==> config.mk <==
export PLATFORM = sky130hd
export DESIGN_NAME = tt_page_loader
export DESIGN_NICKNAME = d
export VERILOG_FILES = /design/src/rtl/tt_page_loader.sv
export SDC_FILE = /design/constraint.sdc
export NUM_CORES = 1
export LEC_CHECK = 0
export BUFFER_PORTS_ARGS = -buffer_cell sky130_fd_sc_hd__clkbuf_2
export CAP_MARGIN = 15
export CORE_MARGIN = 3
export CORE_UTILIZATION = 23
export CTS_BUF_LIST = sky130_fd_sc_hd__clkbuf_8
export DETAILED_ROUTE_END_ITERATION = 10
export PLACE_DENSITY_LB_ADDON = 0.08
export SETUP_SLACK_MARGIN = 0.5
export SYNTH_ARGS = -nofsm -noshare
export SYNTH_HDL_FRONTEND = slang
export SYNTH_SLANG_ARGS = --single-unit
==> constraint.sdc <==
create_clock -name clk1x -period 3.4 [get_ports clk1x]
set_clock_uncertainty 0.15 [all_clocks]
set_input_delay 0.68 -clock clk1x [delete_from_list [all_inputs] [get_ports clk1x]]
set_output_delay 0.68 -clock clk1x [all_outputs]
set_load 0.005 [all_outputs]
==> src/rtl/tt_page_loader.sv <==
// tt_page_loader: copies one teletext page from parallel flash into the
// VGA teletext RAM one byte at a time through its tt_address/tt_data/tt_write port.
//
// Ports:
//   clk1x, nrst           clock, async active-low reset
//   start, page_req       one-cycle load request and its page number
//   auto_advance          enables the dwell-timer page stepping
//   flash_address/data    flash read port {2'b0, page, offset}
//   tt_address/data/write display RAM write port
//   busy, done, cur_page  copy status and page most recently selected

module tt_page_loader #(
  parameter int unsigned FLASH_WAIT = 3,
  parameter int unsigned PAGE_BYTES = 1000,
  parameter int unsigned PAGE_COUNT = 486,
  parameter int unsigned DWELL      = 32'h4000000
) (
  input  logic        clk1x,
  input  logic        nrst,
  input  logic        start,
  input  logic [8:0]  page_req,
  input  logic        auto_advance,
  output logic [20:0] flash_address,
  input  logic [7:0]  flash_data,
  output logic [9:0]  tt_address,
  output logic [7:0]  tt_data,
  output logic        tt_write,
  output logic        busy,
  output logic        done,
  output logic [8:0]  cur_page
);

  typedef enum logic [1:0] {
    IDLE,
    FETCH,
    WRITE,
    FINISH
  } state_t;

  state_t      state;
  state_t      state_d;

  logic [9:0]  offset;
  logic [15:0] wcnt;
  logic [31:0] dcnt;
  logic        boot;
  logic        pend_v;
  logic [8:0]  pend_page;

  logic        load;
  logic [8:0]  load_page;
  logic [8:0]  req_ok;
  logic [8:0]  next_page;
  logic        wait_end;
  logic        last_byte;
  logic        dwell_end;
  logic        copying;

  // Out-of-range requests fall back to page 0.
  assign req_ok = (32'(page_req) >= PAGE_COUNT) ? 9'd0 : page_req;

  assign next_page = (32'(cur_page) >= PAGE_COUNT - 1) ?
                     9'd0 : cur_page + 9'd1;

  assign wait_end  = (wcnt == 16'(FLASH_WAIT - 1));
  assign last_byte = (offset == 10'(PAGE_BYTES - 1));
  assign dwell_end = auto_advance && (dcnt == 32'(DWELL - 1));
  assign copying   = (state == FETCH) || (state == WRITE);

  assign flash_address = {2'b00, cur_page, offset};

  always_ff @(posedge clk1x or negedge nrst) begin
    if (!nrst) begin
      state <= IDLE;
    end else begin
      state <= state_d;
    end
  end

  always_comb begin
    state_d   = state;
    load      = 1'b0;
    load_page = cur_page;
    busy      = 1'b0;
    done      = 1'b0;
    tt_write  = 1'b0;
    unique case (state)
      IDLE: begin
        // start beats the boot load and dwell expiry
        if (start) begin
          load      = 1'b1;
          load_page = req_ok;
        end else if (boot) begin
          load      = 1'b1;
          load_page = 9'd0;
        end else if (dwell_end) begin
          load      = 1'b1;
          load_page = next_page;
        end
      end
      FETCH: begin
        busy = 1'b1;
        if (wait_end) begin
          state_d = WRITE;
        end
      end
      WRITE: begin
        busy     = 1'b1;
        tt_write = 1'b1;
        state_d  = last_byte ? FINISH : FETCH;
      end
      FINISH: begin
        done    = 1'b1;
        state_d = IDLE;
        // a start here is newer than anything pending
        if (start) begin
          load      = 1'b1;
          load_page = req_ok;
        end else if (pend_v) begin
          load      = 1'b1;
          load_page = pend_page;
        end
      end
      default: state_d = IDLE;
    endcase
    if (load) begin
      state_d = FETCH;
    end
  end

  always_ff @(posedge clk1x or negedge nrst) begin
    if (!nrst) begin
      cur_page   <= 9'd0;
      offset     <= 10'd0;
      wcnt       <= 16'd0;
      dcnt       <= 32'd0;
      boot       <= 1'b1;
      pend_v     <= 1'b0;
      pend_page  <= 9'd0;
      tt_address <= 10'd0;
      tt_data    <= 8'd0;
    end else begin
      if (load) begin
        cur_page <= load_page;
        offset   <= 10'd0;
        wcnt     <= 16'd0;
        pend_v   <= 1'b0;
        boot     <= 1'b0;
      end else begin
        if (start && copying) begin
          pend_v    <= 1'b1;
          pend_page <= req_ok;
        end
        if (state == FETCH) begin
          if (wait_end) begin
            wcnt       <= 16'd0;
            tt_data    <= flash_data;
            tt_address <= offset;
          end else begin
            wcnt <= wcnt + 16'd1;
          end
        end
        if (state == WRITE && !last_byte) begin
          offset <= offset + 10'd1;
        end
      end
      if (load || state != IDLE || !auto_advance) begin
        dcnt <= 32'd0;
      end else begin
        dcnt <= dcnt + 32'd1;
      end
    end
  end

endmodule
==> impl_metrics.toml <==
[logic_synthesis]
yosys-top-cells-area = "dfrtp_1 (48%), nor2_1 (4.5%), xor2_1 (4.0%)"
synthFlopType = "dfrtp_1"
yosys.cell_types.count = 61
synth_mux_area_frac = 0.0575
netlist.area_leader.share = 0.477
syn_area_um2 = 5090
yosysWarnings = 0
synth_edf_count = 0
synth_top_family_by_area = "simple AND/OR/NAND/NOR gates"
yosysSeqAreaShare = 0.482
yosys.area_share.simple = 0.229
synth_fa_ha_area_frac = 0.0246
syn_inst = 512
synth_compound_area_frac = 0.0914
synth-xor-area-share = 0.0705
synth_top_area_cell = "dfrtp_1"
synthArstFlopShare = 1.00
avgSynthCellArea_um2 = 9.94
ys_seq_elements = 98

[worst_setup_path]
critPathLaunchType = "flop"
required_ns = 3.53
critPathCapture = "tt_address[0]"
critical_path_class = "reg2reg"
reg2regPathDepth = 7
critPathArrivalTime_ns = 2.84
crit_start = "state[0]"
end_kind = "flop"
r2r_start = "state[0]"
r2r_end = "tt_address[0]"
critPathMaxFanout = 18
r2r_slack_ns = 0.69

[place]
dp_hpwl_um = 8670
dpl.cell_count = 835
place.gp.congestion = 0.739
portBuffers = 69

[clocking]
clock_latency_ns = 0.39
postCtsHoldBufs = 0
clk_pin_slew_ns = 0.10
numCtsBuffers = 9
cts_buffer_depth = 2
tritoncts = "done"
cts_resized = 0
cts_setup_buffers = 0
clock-sinks = 98
clockRootBuffer = "clkbuf_8"
cts_max_level = 3

[floorplanning]
dieArea_um2 = 24000
ios = 72
die_x_um = 155
die_h_um = 155
rows = 53
coreArea_um2 = 21400
initial_core_util = 0.238

[detailed_routing]
remaining_drc_errors = 0
drt_iter0_drc = 161
dr.pass1.iters = 4
vias = 3889
ant_nets = 0
totalWireLength_um = 12400
via_per_inst = 4.57
wire_per_inst_um = 14.6

[job]
cap_viol_max_count = 0

[finish]
final_nets = 602
syn_to_final_growth_pct = 15.6
final_cells = 851
final_cell_mix = "dfrtp_1 (97), clkbuf_2 (68), nor2_1 (61)"
antennaDiodeCount = 0
drive_above_1_share = 0.224
layout_commonest_cell = "dfrtp_1"

[power_and_ir_drop]
vdd_drop_max_mv = 0.142
netSwitchingFraction = 0.245
powerDensity_nw_per_um2 = 350
seqPwrFrac = 0.576
clock_power_share = 0.383
finalPower_mw = 2.06
switchingPower_mw = 0.505
combPwrFrac = 0.041
internal_power_mw = 1.56
leakagePower_nw = 2.58

[grt]
grt_pass1_wl_um = 20400
grt-ovfl-total = 0
grt_pass1_vias = 3899
antenna_found_initial = 0
grt_max_degree = 99
grt_usage = 0.106

[timing]
tightest_slew_ns = 0.965
relSlewSlack = 0.352
fin_crit_sh = 0.796
finalHoldViolations = 0
setup_viol = 0
max_freq_mhz = 369
rsz0062_at_grt = "no"
fin_crit_ns = 2.71
finalSetupTns_ns = 0
drv_slew = 0

[min_path]
min_path_type = "in2async"

[outcome]
run_status = "finished clean"
## synthesized netlist by cell type, drive strengths merged, types with 4 or more instances
library cell and number:
dfrtp 97, nor2 61, nand2 50, xor2 23, nand3 22, o21ai 22, mux2 20, nand4 20
xnor2 18, buf 16, and3 14, clkbuf 14, nor3 13, a21oi 12, inv 11, ha 10
nor4 9, or3 8, and4 7, a22o 6, o221ai 5, o22ai 5, nand2b 4, or2 4
## how the worst min path moves through the flow
stage	startpoint	to	slack [ns]	cells past startpoint
floorplan	nrst	cur_page[0]	0.23	0
global placement	pend_page[7]	pend_page[7]	0.31	2
detailed placement	pend_page[1]	pend_page[1]	0.32	2
CTS	nrst	wcnt[11]	0.21	2
global route	nrst	tt_data[0]	0.23	2
finish	nrst	wcnt[9]	0.16	2
## cell families after synthesis
kind of cell,count (synthesis)
adders and majority gates,10
muxes,23
xor gates and xnor gates,41
DFF,98
and+or+nand+nor,228
buffers and inverters,41
other,1
AOI/OAI and AO/OA,70
## power groups by stage
stage	clock network, mW	registers, mW	logic [mW]
after detailed placement	0	1.21	0.0881
after global routing	0.892	1.19	0.0982
after floorplan	0	1.21	0.0328
after CTS	0.846	1.19	0.0880
final	0.789	1.19	0.0842
after global placement	0	1.21	0.0873
## metal layers
layer | vias to the layer above | global-route usage | share of wire
li1 | 1925 | - | -
met1 | 1886 | 0.139 | 0.49
met2 | 67 | 0.171 | 0.47
met3 | 11 | 0.0285 | 0.035
met4 | 0 | 0.0307 | 0.012
met5 | - | 0 | 0
## worst max-delay path: stages, from the launching register on
cell and delay (ns):
dfrtp_1 0.43, inv_1 0.09, ha_1 0.37, or2_2 0.31, or4_4 0.50, nor3b_4 0.17
buf_4 0.24, mux2_4 0.33
## registers in the layout, summed over array words and instances (netlist names)
name        flops
dcnt           32
wcnt           16
offset         10
tt_address     10
cur_page        9
pend_page       9
tt_data         8
state           2
boot            1
pend_v          1
## metrics by stage
step / setup slack (ns) / util / hold slack [ns] / instance area, um^2
floorplan: 0.797 / - / 0.234 / 5090
global placement: 0.548 / 0.266 / 0.311 / 5680
detailed placement: 0.509 / 0.266 / 0.320 / 5680
CTS: 0.668 / 0.276 / 0.210 / 5880
global route: 0.535 / 0.276 / 0.227 / 5890
finish: 0.693 / 0.276 / 0.160 / 5890
## layout make-up
cell class | count | area [um^2]
multi-input combinational | 374 | 2430
inverter | 11 | 41.3
tap | 275 | 344
sequential | 98 | 2450
fill | 2305 | 15500
clock buffer | 9 | 124
clock inverter | 7 | 77.6
timing repair buffer | 77 | 420
No activity file was read; power rests on OpenSTA's default activity.
